`config.mk`:
```
export PLATFORM = sky130hd
export DESIGN_NAME = serial_full_adder
export DESIGN_NICKNAME = d
export VERILOG_FILES = /design/src/rtl/serial_full_adder.sv
export SDC_FILE = /design/constraint.sdc
export NUM_CORES = 1
export LEC_CHECK = 0
export CAP_MARGIN = 15
export CELL_PAD_IN_SITES_DETAIL_PLACEMENT = 1
export CELL_PAD_IN_SITES_GLOBAL_PLACEMENT = 1
export CORE_ASPECT_RATIO = 0.7
export CORE_UTILIZATION = 37
export CTS_CLUSTER_DIAMETER = 60
export DETAILED_ROUTE_END_ITERATION = 16
export MAX_ROUTING_LAYER = met4
export PLACE_DENSITY_LB_ADDON = 0.1
export SLEW_MARGIN = 10
export SYNTH_ARGS = -nofsm -noshare
export SYNTH_HDL_FRONTEND = slang
export SYNTH_SLANG_ARGS = --single-unit
```
`constraint.sdc`:
```
create_clock -name clk -period 1.5 [get_ports clk]
set_input_delay 0.3 -clock clk [delete_from_list [all_inputs] [get_ports clk]]
set_output_delay 0.3 -clock clk [all_outputs]
set_load 0.02 [all_outputs]
```
`src/rtl/serial_full_adder.sv`:
```
// Bit-serial WIDTH-bit adder: one full-adder cell reused LSB-first with a registered carry,
// producing a registered sum/carry-out and a one-cycle done pulse after WIDTH clocks.
module serial_full_adder #(
  parameter int WIDTH = 8
) (
  input  logic             clk,
  input  logic             rst_n,
  input  logic             start,
  input  logic [WIDTH-1:0] a,
  input  logic [WIDTH-1:0] b,
  input  logic             cin,
  output logic             busy,
  output logic             done,
  output logic [WIDTH-1:0] sum,
  output logic             cout
);

  localparam int CW = (WIDTH > 1) ? $clog2(WIDTH) : 1;

  typedef enum logic [1:0] {
    ST_IDLE = 2'd0,
    ST_RUN  = 2'd1,
    ST_DONE = 2'd2
  } state_e;

  state_e           state_q, state_d;
  logic [WIDTH-1:0] a_q, a_d;
  logic [WIDTH-1:0] b_q, b_d;
  logic [WIDTH-1:0] res_q, res_d;
  logic             carry_q, carry_d;
  logic [CW-1:0]    cnt_q, cnt_d;
  logic [WIDTH-1:0] sum_q, sum_d;
  logic             cout_q, cout_d;
  logic             busy_q, busy_d;
  logic             done_q, done_d;
  logic             bit_s;
  logic             carry_s;

  function automatic logic fa_sum(input logic x, input logic y, input logic c);
    return x ^ y ^ c;
  endfunction

  function automatic logic fa_carry(input logic x, input logic y, input logic c);
    return (x & y) | (x & c) | (y & c);
  endfunction

  // Next-state logic: operand load, one full-adder step per RUN cycle, result commit
  always_comb begin
    state_d = state_q;
    a_d     = a_q;
    b_d     = b_q;
    res_d   = res_q;
    carry_d = carry_q;
    cnt_d   = cnt_q;
    sum_d   = sum_q;
    cout_d  = cout_q;
    bit_s   = fa_sum(a_q[0], b_q[0], carry_q);
    carry_s = fa_carry(a_q[0], b_q[0], carry_q);

    case (state_q)
      ST_IDLE, ST_DONE: begin
        if (start) begin
          a_d     = a;
          b_d     = b;
          carry_d = cin;
          cnt_d   = '0;
          state_d = ST_RUN;
        end else begin
          state_d = ST_IDLE;
        end
      end
      ST_RUN: begin
        a_d     = {1'b0, a_q[WIDTH-1:1]};
        b_d     = {1'b0, b_q[WIDTH-1:1]};
        res_d   = {bit_s, res_q[WIDTH-1:1]};
        carry_d = carry_s;
        // The last bit lands at the MSB, so the completed word is res_d itself
        if (cnt_q == CW'(WIDTH - 1)) begin
          sum_d   = res_d;
          cout_d  = carry_s;
          cnt_d   = '0;
          state_d = ST_DONE;
        end else begin
          cnt_d   = cnt_q + CW'(1);
          state_d = ST_RUN;
        end
      end
      default: begin
        state_d = ST_IDLE;
      end
    endcase

    busy_d = (state_d == ST_RUN);
    done_d = (state_d == ST_DONE);
  end

  // State, datapath and registered output flops
  always_ff @(posedge clk or negedge rst_n) begin
    if (!rst_n) begin
      state_q <= ST_IDLE;
      a_q     <= '0;
      b_q     <= '0;
      res_q   <= '0;
      carry_q <= 1'b0;
      cnt_q   <= '0;
      sum_q   <= '0;
      cout_q  <= 1'b0;
      busy_q  <= 1'b0;
      done_q  <= 1'b0;
    end else begin
      state_q <= state_d;
      a_q     <= a_d;
      b_q     <= b_d;
      res_q   <= res_d;
      carry_q <= carry_d;
      cnt_q   <= cnt_d;
      sum_q   <= sum_d;
      cout_q  <= cout_d;
      busy_q  <= busy_d;
      done_q  <= done_d;
    end
  end

  assign busy = busy_q;
  assign done = done_q;
  assign sum  = sum_q;
  assign cout = cout_q;

endmodule

```
==> impl_metrics.yaml <==
outcome:
  status: "completed"
sta:
  rsz0062_at_grt: "false"
  finalSetupTns_ns: 0
  holdWs_ns: 0.0507
  worst_pin_slew_ns: 0.516
  final.setup.worst_slack_ns: 0.0582
  period_share: 0.961
  min_period_ns: 1.44
  setup_viol: 0
  timing.fmax_mhz: 694
  final.setup_skew_ns: 0.0101
  finalHoldViolCount: 0
  slew_headroom: 0.656
  slew_violations: 0
power:
  pwr-share-comb: 0.405
  power_density_nw_per_um2: 1960
  pwr-share-clk: 0.190
  leakage_nw: 1.10
  vdd_ir_drop_max_v: 0.000846
  totalPowerFinal_mw: 4.74
  p_seq_frac: 0.405
  power_switching_mw: 1.73
  netSwitchingFraction: 0.365
  p_int_mw: 3.01
layout:
  mostFrequentLayoutCells: "dfrtp_1, nand2_1, mux2i_1, clkdlybuf4s50_1, a21oi_1"
  multi_input_area_um2: 818
  post-route-util: 0.498
  diodes: 0
  fillers: 530
  instances_no_fill: 273
  stdcell_area_um2: 2420
  regArea_um2: 1000
  final_nets: 226
  mostFrequentLayoutCell: "dfrtp_1"
  area_delta_synth_final_pct: 27.7
  layout-drive-gt1-share: 0.152
placed_design:
  dp_cells: 265
  dpl_cell_area_um2: 2310
  port-buffer-count: 30
  place_congestion: 0.663
  dpl.hpwl_mm: 2.82
  place_ws_ns: -0.0565
run:
  maxCapViolCount: 0
cts:
  cts-root-buf: "clkbuf_8"
  cts-hold-fix-buffers: 0
  cts_htree_levels: 2
  cts_tree: "yes"
  clk_pin_slew_ns: 0.09
  worstSkewPairLatency_ns: 0.30
  cts_buffers: 5
  cts_buffer_depth: 2
  cts_sinks: 40
floorplanning:
  die_w_um: 87.6
  ioPinCount: 31
  rows: 21
  core_area_um2: 4860
  die_y_um: 61.9
  start_util: 0.390
  die_area_um2: 5420
critical_path:
  slowest_delay_ns: 0.40
  cp-end-kind: "register"
  cp.required_ns: 1.68
  critPathLaunchType: "register"
  path_max_fanout: 9
  worstSetupPathType: "register to register"
  reg2regPathDepth: 5
  cp_slowest_cell: "dfrtp_1"
  rrSetupSlack_ns: 0.06
  r2r-start: "cnt_q[0]"
  crit_chain: "ha_1 > ha_2 > nand2_4 > buf_12 > mux2_4"
  arrival_ns: 1.62
  r2r_end: "sum[1]"
grt:
  grt_max_degree: 41
  grt_first_pass_wirelength_mm: 6.74
  grt.overflow.total: 0
  antenna_found_initial: 0
  grt_pass1_vias: 1360
  grt_use_total: 0.174
synth:
  yosysSeqAreaShare: 0.528
  synthCells: 167
  synth_area_um2: 1900
  synth_cell_types: 27
  syn_avg_cell_area_um2: 11.4
  ys_ff_latch: 40
  yosysWarnings: 0
  syn-num-nets: 190
detailed_routing:
  drtAntennaViolNets: 0
  drcViolationCount: 0
  vias: 1351
  vias_per_cell: 4.95
  drt_first_pass_iters: 4
  routed_wl_mm: 4.05
  routedWlPerCell_um: 14.8
  drt_iter0_markers: 45
hold_path:
  hold_class: "input pin to async pin"
==> routing by layer <==
metal  vias up  GRT usage  wire, um
met4         0     0.0562        37
li1        649          -         -
met3         5     0.0436       112
met2        19      0.273      1860
met5         -          -         0
met1       678      0.223      2040
==> worst max-delay path: cells and delay by family, from the launching register on <==
kind | cells | cell delay [ns]
buffers and inverters | 1 | 0.14
multiplexers | 1 | 0.30
AND/OR/NAND/NOR | 1 | 0.08
adder cells (fa/ha/maj) | 2 | 0.41
flip-flops | 1 | 0.40
==> repair_timing <==
item	4_1_cts	5_1_grt
resized for setup	12	1
setup buffers	0	0
endpoints found under the setup margin	12	1
==> cell type report <==
| type | instances | share of cell area |
|---|---|---|
| clock buffer | 5 | 0.0284 |
| sequential | 40 | 0.413 |
| timing repair buffer | 41 | 0.161 |
| tap | 69 | 0.0356 |
| clock inverter | 3 | 0.0196 |
| multi-input combinational | 112 | 0.338 |
| inverter | 3 | 0.00465 |
==> power groups by stage <==
stage                     registers, mW  clock network [mW]  logic [mW]
final                              1.92               0.899        1.92
after global routing               2.00               0.978        2.14
after CTS                          1.92               0.928        1.94
after detailed placement           1.95                   0        2.02
after global placement             1.90                   0        1.91
after floorplan                    2.00                   0        1.23
==> Yosys cell counts (all sizes together) <==
| library cell | number | area, um^2 |
|---|---|---|
| nor2b | 14 | 87.6 |
| a221o | 1 | 10.0 |
| nor3 | 1 | 5.00 |
| nand3 | 2 | 10.0 |
| mux2i | 18 | 180 |
| inv | 3 | 11.3 |
| a21oi | 15 | 75.1 |
| o21ai | 4 | 20.0 |
| buf | 8 | 57.6 |
| mux2 | 9 | 131 |
| a21o | 1 | 7.51 |
| fa | 1 | 20.0 |
| and2b | 1 | 7.51 |
| o2bb2ai | 2 | 17.5 |
| clkbuf | 4 | 16.3 |
| nand2b | 1 | 6.26 |
| ha | 2 | 25.0 |
| nor2 | 1 | 3.75 |
| a211oi | 14 | 105 |
| and3 | 1 | 6.26 |
| nand2 | 24 | 92.6 |
| dfrtp | 40 | 1000 |
==> flip-flops by register name, summed over array words and instances, names as in the netlist, 2 cells and up <==
signal   count
a_q          8
b_q          8
cnt_q        3
res_q        7
state_q      2
sum          8
==> cells by family (layout without fill, tap and decap cells) <==
kind of cell	after synthesis	count (layout)	synth area share
multiplexers	27	27	0.164
buffers and inverters	15	52	0.0448
AO/OA/AOI/OAI	37	37	0.124
flip-flops	40	40	0.528
adder cells (fa/ha/maj)	3	3	0.0237
AND/OR/NAND/NOR	45	45	0.115
==> how the worst max path moves through the flow <==
stage	from	endpoint	slack, ns
after global routing	cnt_q[0]	sum[1]	0.02
after floorplan	cnt_q[0]	cout	0.07
after CTS	cnt_q[0]	sum[1]	0.03
after detailed placement	start	a_q[0]	-0.06
final	cnt_q[0]	sum[1]	0.06
after global placement	start	b_q[2]	-0.01
(Power assumes the default switching activity.)
